===== src/rtl/multicycle_controller_pkg.sv =====
// Shared definitions for the multi-cycle MIPS control path: opcodes,
// FSM state encodings, and datapath select encodings.
package mips_pkg;

  // Supported instruction opcodes (instruction[31:26])
  localparam logic [5:0] OP_RTYPE = 6'h00;
  localparam logic [5:0] OP_J     = 6'h02;
  localparam logic [5:0] OP_BEQ   = 6'h04;
  localparam logic [5:0] OP_ADDI  = 6'h08;
  localparam logic [5:0] OP_LW    = 6'h23;
  localparam logic [5:0] OP_SW    = 6'h2B;
  localparam logic [5:0] OP_HALT  = 6'h3F;

  // Controller state encodings (also exported on the debug state port)
  localparam logic [2:0] S_IDLE   = 3'd0;
  localparam logic [2:0] S_FETCH  = 3'd1;
  localparam logic [2:0] S_DECODE = 3'd2;
  localparam logic [2:0] S_EXEC   = 3'd3;
  localparam logic [2:0] S_MEM    = 3'd4;
  localparam logic [2:0] S_WB     = 3'd5;
  localparam logic [2:0] S_HALT   = 3'd6;

  // PC source select
  localparam logic [1:0] PC_SRC_SEQ    = 2'd0;
  localparam logic [1:0] PC_SRC_BRANCH = 2'd1;
  localparam logic [1:0] PC_SRC_JUMP   = 2'd2;

  // ALU operation select
  localparam logic [1:0] ALU_ADD   = 2'd0;
  localparam logic [1:0] ALU_SUB   = 2'd1;
  localparam logic [1:0] ALU_FUNCT = 2'd2;

  // True for opcodes that proceed from DECODE into EXEC
  function automatic logic op_needs_exec(input logic [5:0] op);
    return (op == OP_RTYPE) || (op == OP_ADDI) || (op == OP_LW) ||
           (op == OP_SW)    || (op == OP_BEQ);
  endfunction

endpackage


===== src/rtl/multicycle_controller_if.sv =====
// Controller <-> datapath bundle. master is the controller's view,
// slave is the datapath/instruction-memory side.
interface multicycle_controller_if #(
  parameter int unsigned CNT_W = 32
);
  logic             run;
  logic [5:0]       opcode;
  logic             alu_zero;
  logic             pc_write;
  logic [1:0]       pc_src;
  logic             ir_write;
  logic             reg_write;
  logic             reg_dst;
  logic             mem_to_reg;
  logic             mem_read;
  logic             mem_write;
  logic             alu_src_b;
  logic [1:0]       alu_op;
  logic [2:0]       state;
  logic             halted;
  logic             illegal_op;
  logic [CNT_W-1:0] retired;

  modport master (
    input  run, opcode, alu_zero,
    output pc_write, pc_src, ir_write, reg_write, reg_dst, mem_to_reg,
           mem_read, mem_write, alu_src_b, alu_op, state, halted,
           illegal_op, retired
  );

  modport slave (
    output run, opcode, alu_zero,
    input  pc_write, pc_src, ir_write, reg_write, reg_dst, mem_to_reg,
           mem_read, mem_write, alu_src_b, alu_op, state, halted,
           illegal_op, retired
  );
endinterface


===== src/rtl/multicycle_controller_wait_counter.sv =====
// Down-counter used to stretch FETCH and MEM over their memory latencies.
// done_o is high while the count is zero; load_i wins over counting.
module ctrl_wait_counter #(
  parameter int unsigned W = 1
) (
  input  logic         clk,
  input  logic         rst,
  input  logic         load_i,
  input  logic [W-1:0] load_val_i,
  output logic         done_o
);

  logic [W-1:0] cnt_q;
  logic [W-1:0] cnt_d;

  // Next count: reload, or decrement until zero
  always_comb begin
    cnt_d = cnt_q;
    if (load_i) begin
      cnt_d = load_val_i;
    end else if (cnt_q != '0) begin
      cnt_d = cnt_q - 1'b1;
    end
  end

  // Count register
  always_ff @(posedge clk or posedge rst) begin
    if (rst) begin
      cnt_q <= '0;
    end else begin
      cnt_q <= cnt_d;
    end
  end

  assign done_o = (cnt_q == '0);

endmodule


===== src/rtl/multicycle_controller.sv =====
// Multi-cycle control FSM for the non-pipelined MIPS core. One instruction
// in flight: FETCH -> DECODE -> EXEC -> MEM -> WB, with early retirement
// for j (DECODE), beq (EXEC) and sw (MEM).
module multicycle_controller
  import mips_pkg::*;
#(
  parameter int unsigned IMEM_LAT = 1,
  parameter int unsigned DMEM_LAT = 1,
  parameter int unsigned CNT_W    = 32
) (
  input  logic                    clk,
  input  logic                    reset,
  multicycle_controller_if.master bus
);

  localparam int unsigned MAXLAT = (IMEM_LAT > DMEM_LAT) ? IMEM_LAT : DMEM_LAT;
  localparam int unsigned CW     = (MAXLAT > 1) ? $clog2(MAXLAT) : 1;

  logic [2:0]       state_q, state_d;
  logic [5:0]       ir_q;
  logic             illegal_q;
  logic [CNT_W-1:0] retired_q;

  logic             wait_done;
  logic             wait_load;
  logic [CW-1:0]    wait_val;

  logic             retire;
  logic             set_illegal;
  logic             pc_write;
  logic [1:0]       pc_src;
  logic             ir_write;
  logic             reg_write;
  logic             reg_dst;
  logic             mem_to_reg;
  logic             mem_read;
  logic             mem_write;
  logic             alu_src_b;
  logic [1:0]       alu_op;

  ctrl_wait_counter #(
    .W (CW)
  ) u_wait (
    .clk        (clk),
    .rst        (reset),
    .load_i     (wait_load),
    .load_val_i (wait_val),
    .done_o     (wait_done)
  );

  // Next-state and datapath control decode from state and latched opcode
  always_comb begin
    state_d     = state_q;
    retire      = 1'b0;
    set_illegal = 1'b0;
    pc_src      = PC_SRC_SEQ;
    ir_write    = 1'b0;
    reg_write   = 1'b0;
    reg_dst     = 1'b0;
    mem_to_reg  = 1'b0;
    mem_read    = 1'b0;
    mem_write   = 1'b0;
    alu_src_b   = 1'b0;
    alu_op      = ALU_ADD;
    case (state_q)
      S_IDLE: begin
        if (bus.run) state_d = S_FETCH;
      end
      S_FETCH: begin
        if (wait_done) begin
          ir_write = 1'b1;
          state_d  = S_DECODE;
        end
      end
      S_DECODE: begin
        if (ir_q == OP_J) begin
          pc_src = PC_SRC_JUMP;
          retire = 1'b1;
        end else if (ir_q == OP_HALT) begin
          state_d = S_HALT;
        end else if (op_needs_exec(ir_q)) begin
          state_d = S_EXEC;
        end else begin
          set_illegal = 1'b1;
          state_d     = S_HALT;
        end
      end
      S_EXEC: begin
        case (ir_q)
          OP_RTYPE: begin
            alu_op  = ALU_FUNCT;
            state_d = S_WB;
          end
          OP_ADDI: begin
            alu_src_b = 1'b1;
            state_d   = S_WB;
          end
          OP_LW, OP_SW: begin
            alu_src_b = 1'b1;
            state_d   = S_MEM;
          end
          OP_BEQ: begin
            alu_op = ALU_SUB;
            pc_src = bus.alu_zero ? PC_SRC_BRANCH : PC_SRC_SEQ;
            retire = 1'b1;
          end
          default: begin
            set_illegal = 1'b1;
            state_d     = S_HALT;
          end
        endcase
      end
      S_MEM: begin
        mem_read  = (ir_q == OP_LW);
        mem_write = (ir_q == OP_SW);
        if (wait_done) begin
          if (ir_q == OP_SW) retire = 1'b1;
          else               state_d = S_WB;
        end
      end
      S_WB: begin
        reg_write  = 1'b1;
        reg_dst    = (ir_q == OP_RTYPE);
        mem_to_reg = (ir_q == OP_LW);
        retire     = 1'b1;
      end
      S_HALT: begin
        state_d = S_HALT;
      end
      default: begin
        state_d = S_IDLE;
      end
    endcase
    // Every retiring cycle carries the instruction's single PC write
    pc_write = retire;
    if (retire) state_d = bus.run ? S_FETCH : S_IDLE;
  end

  // Wait counter is armed on entry to FETCH or MEM with latency-1
  always_comb begin
    wait_load = ((state_d == S_FETCH) && (state_q != S_FETCH)) ||
                ((state_d == S_MEM)   && (state_q != S_MEM));
    wait_val  = (state_d == S_FETCH) ? CW'(IMEM_LAT - 1) : CW'(DMEM_LAT - 1);
  end

  // State, instruction opcode, sticky illegal flag and retire counter
  always_ff @(posedge clk or posedge reset) begin
    if (reset) begin
      state_q   <= S_IDLE;
      ir_q      <= '0;
      illegal_q <= 1'b0;
      retired_q <= '0;
    end else begin
      state_q <= state_d;
      if (ir_write)    ir_q      <= bus.opcode;
      if (set_illegal) illegal_q <= 1'b1;
      if (retire)      retired_q <= retired_q + 1'b1;
    end
  end

  assign bus.pc_write   = pc_write;
  assign bus.pc_src     = pc_src;
  assign bus.ir_write   = ir_write;
  assign bus.reg_write  = reg_write;
  assign bus.reg_dst    = reg_dst;
  assign bus.mem_to_reg = mem_to_reg;
  assign bus.mem_read   = mem_read;
  assign bus.mem_write  = mem_write;
  assign bus.alu_src_b  = alu_src_b;
  assign bus.alu_op     = alu_op;
  assign bus.state      = state_q;
  assign bus.halted     = (state_q == S_HALT);
  assign bus.illegal_op = illegal_q;
  assign bus.retired    = retired_q;

endmodule


===== src/flat_wrapper.sv =====
// flat-port wrapper written by rule: the top's interface ports become plain ports
module multicycle_controller_flat import mips_pkg::*;
#(
  parameter int unsigned IMEM_LAT = 1,
  parameter int unsigned DMEM_LAT = 1,
  parameter int unsigned CNT_W    = 32
)
  (clk, reset, bus_run, bus_opcode, bus_alu_zero, bus_pc_write, bus_pc_src, bus_ir_write, bus_reg_write, bus_reg_dst, bus_mem_to_reg, bus_mem_read, bus_mem_write, bus_alu_src_b, bus_alu_op, bus_state, bus_halted, bus_illegal_op, bus_retired);
  multicycle_controller_if #(.CNT_W(CNT_W)) bus_i ();
  input  logic clk;
  input  logic reset;
  input wire logic [$bits(bus_i.run)-1:0] bus_run;
  input wire logic [$bits(bus_i.opcode)-1:0] bus_opcode;
  input wire logic [$bits(bus_i.alu_zero)-1:0] bus_alu_zero;
  output wire logic [$bits(bus_i.pc_write)-1:0] bus_pc_write;
  output wire logic [$bits(bus_i.pc_src)-1:0] bus_pc_src;
  output wire logic [$bits(bus_i.ir_write)-1:0] bus_ir_write;
  output wire logic [$bits(bus_i.reg_write)-1:0] bus_reg_write;
  output wire logic [$bits(bus_i.reg_dst)-1:0] bus_reg_dst;
  output wire logic [$bits(bus_i.mem_to_reg)-1:0] bus_mem_to_reg;
  output wire logic [$bits(bus_i.mem_read)-1:0] bus_mem_read;
  output wire logic [$bits(bus_i.mem_write)-1:0] bus_mem_write;
  output wire logic [$bits(bus_i.alu_src_b)-1:0] bus_alu_src_b;
  output wire logic [$bits(bus_i.alu_op)-1:0] bus_alu_op;
  output wire logic [$bits(bus_i.state)-1:0] bus_state;
  output wire logic [$bits(bus_i.halted)-1:0] bus_halted;
  output wire logic [$bits(bus_i.illegal_op)-1:0] bus_illegal_op;
  output wire logic [$bits(bus_i.retired)-1:0] bus_retired;
  assign bus_i.run = bus_run;
  assign bus_i.opcode = bus_opcode;
  assign bus_i.alu_zero = bus_alu_zero;
  assign bus_pc_write = bus_i.pc_write;
  assign bus_pc_src = bus_i.pc_src;
  assign bus_ir_write = bus_i.ir_write;
  assign bus_reg_write = bus_i.reg_write;
  assign bus_reg_dst = bus_i.reg_dst;
  assign bus_mem_to_reg = bus_i.mem_to_reg;
  assign bus_mem_read = bus_i.mem_read;
  assign bus_mem_write = bus_i.mem_write;
  assign bus_alu_src_b = bus_i.alu_src_b;
  assign bus_alu_op = bus_i.alu_op;
  assign bus_state = bus_i.state;
  assign bus_halted = bus_i.halted;
  assign bus_illegal_op = bus_i.illegal_op;
  assign bus_retired = bus_i.retired;
  multicycle_controller #(.IMEM_LAT(IMEM_LAT), .DMEM_LAT(DMEM_LAT), .CNT_W(CNT_W)) u_core (.clk(clk), .reset(reset), .bus(bus_i));
endmodule

===== config.mk =====
export PLATFORM = sky130hd
export DESIGN_NAME = multicycle_controller_flat
export DESIGN_NICKNAME = d
export VERILOG_FILES = /design/src/rtl/multicycle_controller_pkg.sv /design/src/rtl/multicycle_controller_if.sv /design/src/rtl/multicycle_controller_wait_counter.sv /design/src/rtl/multicycle_controller.sv /design/src/flat_wrapper.sv
export SDC_FILE = /design/constraint.sdc
export NUM_CORES = 1
export LEC_CHECK = 0
export CORE_MARGIN = 10
export CORE_UTILIZATION = 44
export DETAILED_ROUTE_END_ITERATION = 10
export PLACE_DENSITY = 0.76
export SYNTH_ARGS = -nofsm -noshare
export SYNTH_HDL_FRONTEND = slang
export SYNTH_SLANG_ARGS = --single-unit

===== constraint.sdc =====
create_clock -name clk -period 1.8 [get_ports clk]
set_clock_uncertainty 0.15 [all_clocks]
set_input_delay 0.36 -clock clk [delete_from_list [all_inputs] [get_ports clk]]
set_output_delay 0.36 -clock clk [all_outputs]
set_load 0.05 [all_outputs]

==> key figures, run 1 <==
Worst setup path
  • Max FO, Critical Path: 3
  • Crit path capture: bus_pc_write
  • Kind of start point of the critical path: flip-flop
  • Worst setup path class: flip-flop to primary output
  • Kind of end point of the critical path: primary output
  • Reg-to-reg critical path startpoint: u_core.bus.state[1]$_DFF_PP0_
  • Arrival time at the worst endpoint: 1.78 ns
  • Crit. Startpoint: u_core.bus.state[1]$_DFF_PP0_
  • Worst r2r path cells: 8
  • CP required: 1.29 ns
  • R2r endpoint: u_core.bus.retired[17]$_DFFE_PP0P_
  • FF-to-FF setup slack: -0.41 ns

Global routing
  • Number of global-route vias before repair: between 2000 and 3000
  • Number of antenna violations at the first check in global routing: 0
  • Global-route total usage across every layer: between 20% and 30%
  • Total congestion overflow: 0
  • Largest net degree at the start of global routing: 43
  • Global-route wire length before repair: between 15000 and 20000 um

Timing
  • Final Worst Setup Slack: -0.485 ns
  • Endpoints failing hold: 0
  • Final critical path time including I/O delays and setup: approximately 2.3 ns
  • Highest Clock Rate: 438 MHz
  • Finish-stage setup viols: between 50 and 60
  • Setup repair after global routing missed its margin: true
  • Period utilisation layout: 127%
  • Slew margin rel.: roughly two thirds
  • Worst slew pin tran: between 0.4 and 0.5 ns
  • Slew Limit Fails: 0

Clock tree
  • Max H-tree Level: 2
  • Clock buffer depth: 2
  • Cts-stage hold buffer count: 0
  • Clock root buffer: sky130_fd_sc_hd__clkbuf_8
  • Worst-skew pair later-pin latency: slightly above 0.3 ns
  • Total clock buffers created by CTS: 5
  • Reg clk slew, reported paths: around 0.09 ns
  • Clock sink count: between 40 and 50
  • Clock tree from TritonCTS: yes

Outcome
  • Violations in the final reports: negative setup slack
  • Outcome: finished, violations left

Route
  • Detail-routed net length per standard cell: 26.2 um
  • Final ANT Viol Nets: 0
  • Number of violations reported at the end of detailed-routing iteration 0: 270
  • Residual DRC count: 0
  • DRT Wirelength: ~11000 um
  • First-pass iteration count of the detailed router: 5
  • Per-cell via count in the routed design: roughly 6.4
  • Overall via count from detail_route: roughly 2700

Finish
  • Total inserted antenna cells: 0
  • Fillers: between 150 and 200
  • Final layout net count: 357
  • Post-route standard cell area excluding fillers: roughly 4600 um^2
  • Layout Area Growth over Synthesis: 104%
  • Share of cells above drive strength 1: 63.7%

Yosys
  • Syn Std Cell Area: between 2000 and 2500 um^2
  • Area fraction of the dominant cell type after synthesis: 46.5%
  • Parity-gate share of the synthesized area counting xor and xnor cells: between 10% and 20%
  • Largest family of logic cells by synthesized area: simple AND/OR/NAND/NOR gates
  • Share of synthesized cell area in full adder, half adder and majority cells: 0.554%
  • EDFF count, synth: 0
  • Fraction of the mapped netlist area in simple logic gates: 25.9%
  • Fraction of the mapped netlist area in compound gates: 7.31%
  • Fraction of registers with async set or reset after synthesis: 100%
  • Leading cell type by number of instances after synthesis: sky130_fd_sc_hd__dfrtp_1
  • Top_reg_cell synth: sky130_fd_sc_hd__dfrtp_1
  • Largest area contributor in the synthesized netlist: sky130_fd_sc_hd__dfrtp_1
  • Synthesis-stage register bit count: 42
  • Mux contribution to synthesized area: under 10%
  • Mapped Nets: 227
  • Count of different cell masters after synthesis: 47
  • Avg Synthesized Cell Area: 10.5 um^2
  • Number of warnings printed during yosys synthesis: 0
  • Ranking of synthesized cells by instance count: sky130_fd_sc_hd__dfrtp_1, sky130_fd_sc_hd__xnor2_1, sky130_fd_sc_hd__nand3_1
  • Fraction of the yosys area taken by sequential cells: between 40% and 50%
  • Synthesized netlist cell count: 216
  • Synth top area cells: sky130_fd_sc_hd__dfrtp_1, sky130_fd_sc_hd__xnor2_1, sky130_fd_sc_hd__nand4_1

Place
  • Worst Setup Slack post-DPL: -0.177 ns
  • Count of port buffers added during placement: 58
  • Detailed placer's ending HPWL: 5180 um
  • Last weighted congestion value of the routability-driven placer: roughly 0.9
  • Placed standard-cell area: around 4000 um^2

Pwr
  • Maximum VDD drop: between 1500 and 2000 uV
  • Clk pwr share: 12.8%
  • Part of the total power dissipated in combinational logic: between 60% and 70%
  • Leakage Power: just under 2 nW
  • P_int: around 0.0034 W
  • Pwr Density: roughly 1300 nW/um^2
  • Switching power of the nets: approximately 0.0027 W
  • Part of the total power dissipated in sequential elements: ~24%
  • Switch share: approximately 44%

Worst hold path
  • Worst min-delay path category: input port to asynchronous set/reset pin

Die
  • Die H: approximately 90 um
  • Number of standard-cell rows in the floorplan: 26
  • Horizontal die dimension: between 90 and 100 um
  • Initial Utilization: 44.8%
  • Core ar.: 5040 um^2
  • I/O pins: 59
  • Area enclosed by the die boundary: about 8400 um^2

Job
  • Number of max-capacitance violations reported: 0
## power groups by stage
stage	logic, W	clock network, W	registers [W]
final	0.00384	0.000783	0.00148
after global routing	0.00395	0.000817	0.00148
after CTS	0.00337	0.000753	0.00142
after detailed placement	0.00282	0	0.00140
after global placement	0.00278	0	0.00138
after floorplan	0.00137	0	0.00162
## per-layer routing
layer | wire length [um] | up-vias | track usage, % | part of all wire (%)
li1 | - | 1056 | - | -
met1 | 3950 | 1347 | 27.1 | 36
met2 | 5300 | 189 | 39.6 | 49
met3 | 913 | 74 | 5.95 | 8.4
met4 | 756 | 0 | 11.9 | 6.9
met5 | 0 | - | 0 | 0
## cells in the final DEF, fill, tap and decap left out, types with 2 or more instances in the layout
cell / n
sky130_fd_sc_hd__buf_12: 51
sky130_fd_sc_hd__nor2_1: 4
sky130_fd_sc_hd__mux2_4: 8
sky130_fd_sc_hd__and4_1: 3
sky130_fd_sc_hd__o21ai_4: 2
sky130_fd_sc_hd__nor3_2: 2
sky130_fd_sc_hd__nand4_1: 17
sky130_fd_sc_hd__buf_16: 2
sky130_fd_sc_hd__nand2_1: 11
sky130_fd_sc_hd__dfrtp_1: 12
sky130_fd_sc_hd__nand3_2: 10
sky130_fd_sc_hd__clkbuf_8: 5
sky130_fd_sc_hd__clkdlybuf4s50_1: 9
sky130_fd_sc_hd__and2_1: 6
sky130_fd_sc_hd__xnor2_2: 2
sky130_fd_sc_hd__xnor2_1: 24
sky130_fd_sc_hd__inv_1: 2
sky130_fd_sc_hd__buf_6: 24
sky130_fd_sc_hd__o21ai_0: 3
sky130_fd_sc_hd__o211a_1: 2
sky130_fd_sc_hd__buf_4: 47
sky130_fd_sc_hd__nor4_4: 3
sky130_fd_sc_hd__and3_1: 6
sky130_fd_sc_hd__nor3_4: 7
sky130_fd_sc_hd__a22oi_1: 2
sky130_fd_sc_hd__nor2_4: 4
sky130_fd_sc_hd__and3_4: 3
sky130_fd_sc_hd__nand2b_4: 2
sky130_fd_sc_hd__a21oi_1: 3
sky130_fd_sc_hd__nand3_1: 6
sky130_fd_sc_hd__xor2_1: 5
sky130_fd_sc_hd__nand3_4: 2
sky130_fd_sc_hd__dfrtp_2: 30
## through the flow
step / util [%] / instances / setup TNS [ns] / hold WS, ns / total power [W]
after floorplan: - / 216 / -10.26 / 0.358 / 0.00300
after global placement: 78.9 / 385 / -2.37 / 0.321 / 0.00416
after detailed placement: 78.9 / 385 / -4.14 / 0.340 / 0.00423
after global routing: 91.3 / 417 / -15.37 / 0.273 / 0.00625
final: 91.3 / 417 / -14.31 / 0.248 / 0.00611
after CTS: 87.8 / 411 / -8.71 / 0.282 / 0.00555
## logic make-up after synthesis
kind of cell	count (synthesis)
fa+ha+maj	1
compound gates	22
xor+xnor	31
buf+inv	14
flops	42
mux	8
simple gates	98
## sequential cells by signal, indices dropped and copies added, names as in the netlist
signal / count
u_core.bus.retired: 32
u_core.ir_q: 6
u_core.bus.illegal_op: 1
u_core.bus.state: 3
## how the worst min path moves through the flow
stage / end / cells past startpoint
2_1_floorplan: u_core.bus.state[0]$_DFF_PP0_ / 1
3_3_place_gp: u_core.bus.illegal_op$_DFFE_PP0P_ / 1
3_5_place_dp: u_core.bus.illegal_op$_DFFE_PP0P_ / 1
4_1_cts: u_core.bus.retired[14]$_DFFE_PP0P_ / 3
5_1_grt: u_core.bus.retired[30]$_DFFE_PP0P_ / 3
6_report: u_core.bus.retired[14]$_DFFE_PP0P_ / 3
## cell type report
cell class	count	area, um^2	area share [%]
repair buffers	134	1800	39.2
multi-input cells	160	1500	32.6
flip-flops and latches	42	1090	23.6
well taps	70	87.6	1.90
clock buffers	6	72.6	1.58
clock inverters	2	37.5	0.815
inverters	3	13.8	0.299
## repair_timing
action	in CTS	in global routing
endpoints found under the setup margin	48	49
gates resized for setup	41	26
buffers inserted	18	6
pin swaps	27	11
gates cloned	2	0
## worst max-delay path, cell delays in order (launching register included)
cell                      delay [ns]
sky130_fd_sc_hd__dfrtp_2        0.45
sky130_fd_sc_hd__buf_6          0.14
sky130_fd_sc_hd__and4b_1        0.35
sky130_fd_sc_hd__a41oi_2        0.22
sky130_fd_sc_hd__o21ai_4        0.14
sky130_fd_sc_hd__buf_12         0.16
Note: power is estimated with default switching activity, not from simulation.
==> inputs of run 2 (changes only) <==
Settings changed: CAP_MARGIN from default to 0.
==> results of run 2 <==
Same layout as run 1: the final DEF is identical, and so are final timing and power.
==> inputs of run 3 (changes only) <==
==> constraint.sdc (replaced) <==
create_clock -name clk -period 1.8 [get_ports clk]
set_clock_uncertainty 0.15 [all_clocks]
set_input_delay 0.54 -clock clk [delete_from_list [all_inputs] [get_ports clk]]
set_output_delay 0.54 -clock clk [all_outputs]
set_load 0.05 [all_outputs]
==> run 3 against run 2 <==
  * The flow still finishes with violations (negative setup slack)
  * Non-clock buffer count rose by 10
  * Combinational power shrank 1%
  * Sequential share of layout area is 0.060 points higher
  * Critical path depth up 4
  * Worst setup slack lost 0.14 ns
==> key figures, run 3 (synthesis results as in run 1) <==
Outcome
  • Outcome: finished, violations left
  • Violations in the final reports: negative setup slack

Pwr
  • Pwr Density: ~1300 nW/um^2
  • Maximum VDD drop: ~860 uV
  • Leakage Power: slightly below 2 nW

Die
  • Core ar.: ~5000 um^2
  • Area enclosed by the die boundary: approximately 8400 um^2
  • Initial Utilization: between 40 and 50%
  • Horizontal die dimension: between 90 and 100 um
  • Die H: a little over 90 um
  • Number of standard-cell rows in the floorplan: 26
  • I/O pins: a little under 60

Global routing
  • Total congestion overflow: 0
  • Largest net degree at the start of global routing: 43
  • Number of global-route vias before repair: around 2600
  • Number of antenna violations at the first check in global routing: 0
  • Global-route total usage across every layer: a little over a fifth
  • Global-route wire length before repair: about 14000 um

Route
  • Overall via count from detail_route: 2647
  • First-pass iteration count of the detailed router: 5
  • Final ANT Viol Nets: 0
  • Detail-routed net length per standard cell: ~25 um
  • DRT Wirelength: ~11000 um
  • Per-cell via count in the routed design: between 6 and 7
  • Number of violations reported at the end of detailed-routing iteration 0: between 200 and 300
  • Residual DRC count: 0

Worst setup path
  • Ordered list of cells on the worst path: buf_6 > nor4b_4 > buf_4 > buf_4 > o211a_1 > o21a_4 > buf_6 > nand4_1 > xnor2_1
  • Longest individual stage delay on the worst path: ~0.4 ns
  • Crit. Startpoint: u_core.ir_q[2]$_DFFE_PP0P_
  • Worst r2r path cells: 9
  • R2r endpoint: u_core.bus.retired[19]$_DFFE_PP0P_
  • Reg-to-reg critical path startpoint: u_core.ir_q[2]$_DFFE_PP0P_
  • Worst setup path class: flip-flop to flip-flop
  • Kind of start point of the critical path: flip-flop
  • Kind of end point of the critical path: flip-flop
  • CP required: 1.83 ns
  • Arrival time at the worst endpoint: ~2.5 ns
  • Slowest CP cell: sky130_fd_sc_hd__dfrtp_1
  • FF-to-FF setup slack: -0.62 ns
  • Max FO, Critical Path: 8

Worst hold path
  • Worst Hold Depth: 1
  • Endpoint with the worst hold slack: u_core.bus.retired[11]$_DFFE_PP0P_
  • Hold Crit Start: u_core.bus.retired[11]$_DFFE_PP0P_
  • Worst min-delay path category: flip-flop to flip-flop

Job
  • Number of max-capacitance violations reported: 0

Clock tree
  • Cts-stage hold buffer count: 0
  • Clock root buffer: sky130_fd_sc_hd__clkbuf_8
  • Max H-tree Level: 2
  • Clock tree from TritonCTS: yes
  • Worst-skew pair later-pin latency: 0.30 ns
  • Reg clk slew, reported paths: approximately 0.080 ns
  • Clock sink count: 42
  • Clock buffer depth: 2
  • Total clock buffers created by CTS: 5

Timing
  • Endpoints failing hold: 0
  • Slew Limit Fails: 0
  • Setup TNS Final: -18.34 ns
  • Period utilisation layout: 135%
  • Highest Clock Rate: ~410 MHz
  • Final Worst Setup Slack: -0.625 ns
  • Slew margin rel.: 70.4%
  • Setup repair after global routing missed its margin: true
  • Final critical path time including I/O delays and setup: between 2 and 2.5 ns
  • Finish-stage setup viols: 48
  • Worst slew pin tran: 0.440 ns

Finish
  • Most frequent standard cell in the layout excluding fill and tap cells: sky130_fd_sc_hd__buf_4
  • Flip-flop count of the largest register, all copies and words added: 32
  • Final layout net count: about 370
  • Share of cells above drive strength 1: between 60% and 70%
  • Number of cells in the finished layout apart from fillers: about 430
  • Layout Area Growth over Synthesis: 102%
  • Highest-count cells in the layout ignoring fill and taps: sky130_fd_sc_hd__buf_4, sky130_fd_sc_hd__buf_12, sky130_fd_sc_hd__dfrtp_2, sky130_fd_sc_hd__xnor2_1, sky130_fd_sc_hd__buf_6
  • Total inserted antenna cells: 0

Place
  • Detailed placer's ending HPWL: between 5000 and 6000 um
  • Last weighted congestion value of the routability-driven placer: between 0.9 and 1
  • Number of instances in the placed design: a little under 400
  • Count of port buffers added during placement: 58
## run 3: area by class of cell
type / instances / area, um^2
fillers: 183 / 467
repair buffers: 144 / 1800
clock inverters: 1 / 30.0
flip-flops and latches: 42 / 1080
clock buffers: 7 / 86.3
multi-input cells: 160 / 1470
inverters: 3 / 18.8
well taps: 70 / 87.6
## run 3: power breakdown
part           switching [W]  internal [W]  leakage, nW
logic                0.00198       0.00181         1.37
registers           0.000266       0.00113        0.514
clock network       0.000345      0.000453       0.0585
total                0.00259       0.00339         1.94
## run 3: per-stage QoR
stage / total power (W) / hold slack (ns) / cell area, um^2 / utilization (%) / worst slack [ns]
2_1_floorplan: 0.00291 / 0.418 / 2480 / - / -0.773
3_3_place_gp: 0.00421 / 0.356 / 4040 / 80.1 / -0.243
3_5_place_dp: 0.00428 / 0.363 / 4040 / 80.1 / -0.274
4_1_cts: 0.00552 / 0.375 / 4430 / 87.8 / -0.587
5_1_grt: 0.00617 / 0.404 / 4580 / 90.7 / -0.679
6_report: 0.00598 / 0.381 / 4580 / 90.7 / -0.625
## run 3: how the worst max path moves through the flow
stage	end	cells after the start	slack, ns
after CTS	bus_mem_to_reg	4	-0.59
after global placement	bus_mem_read	4	-0.24
after floorplan	bus_pc_src[0]	5	-0.77
after detailed placement	bus_pc_src[0]	5	-0.27
after global routing	bus_alu_src_b	6	-0.68
final	u_core.bus.retired[19]$_DFFE_PP0P_	9	-0.62
## run 3: what timing repair did
item,CTS,global route
gates cloned,2,0
pin swaps,39,15
endpoints found under the setup margin,49,56
setup buffers,11,13
gates resized for setup,48,16
## run 3: routing by layer
layer | vias to the layer above | GRT usage, % | wire, um
li1 | 1073 | - | -
met1 | 1312 | 23.2 | 3870
met2 | 203 | 37.1 | 5420
met3 | 59 | 6.76 | 922
met4 | 0 | 10.7 | 609
met5 | - | 0 | 0
## run 3: worst max-delay path: cells and delay by family (launching register included)
kind | cells | cell delay, ns
and+or+nand+nor | 2 | 0.46
AOI/OAI and AO/OA | 2 | 0.44
DFF | 1 | 0.41
buffers and inverters | 4 | 0.55
xor gates and xnor gates | 1 | 0.30
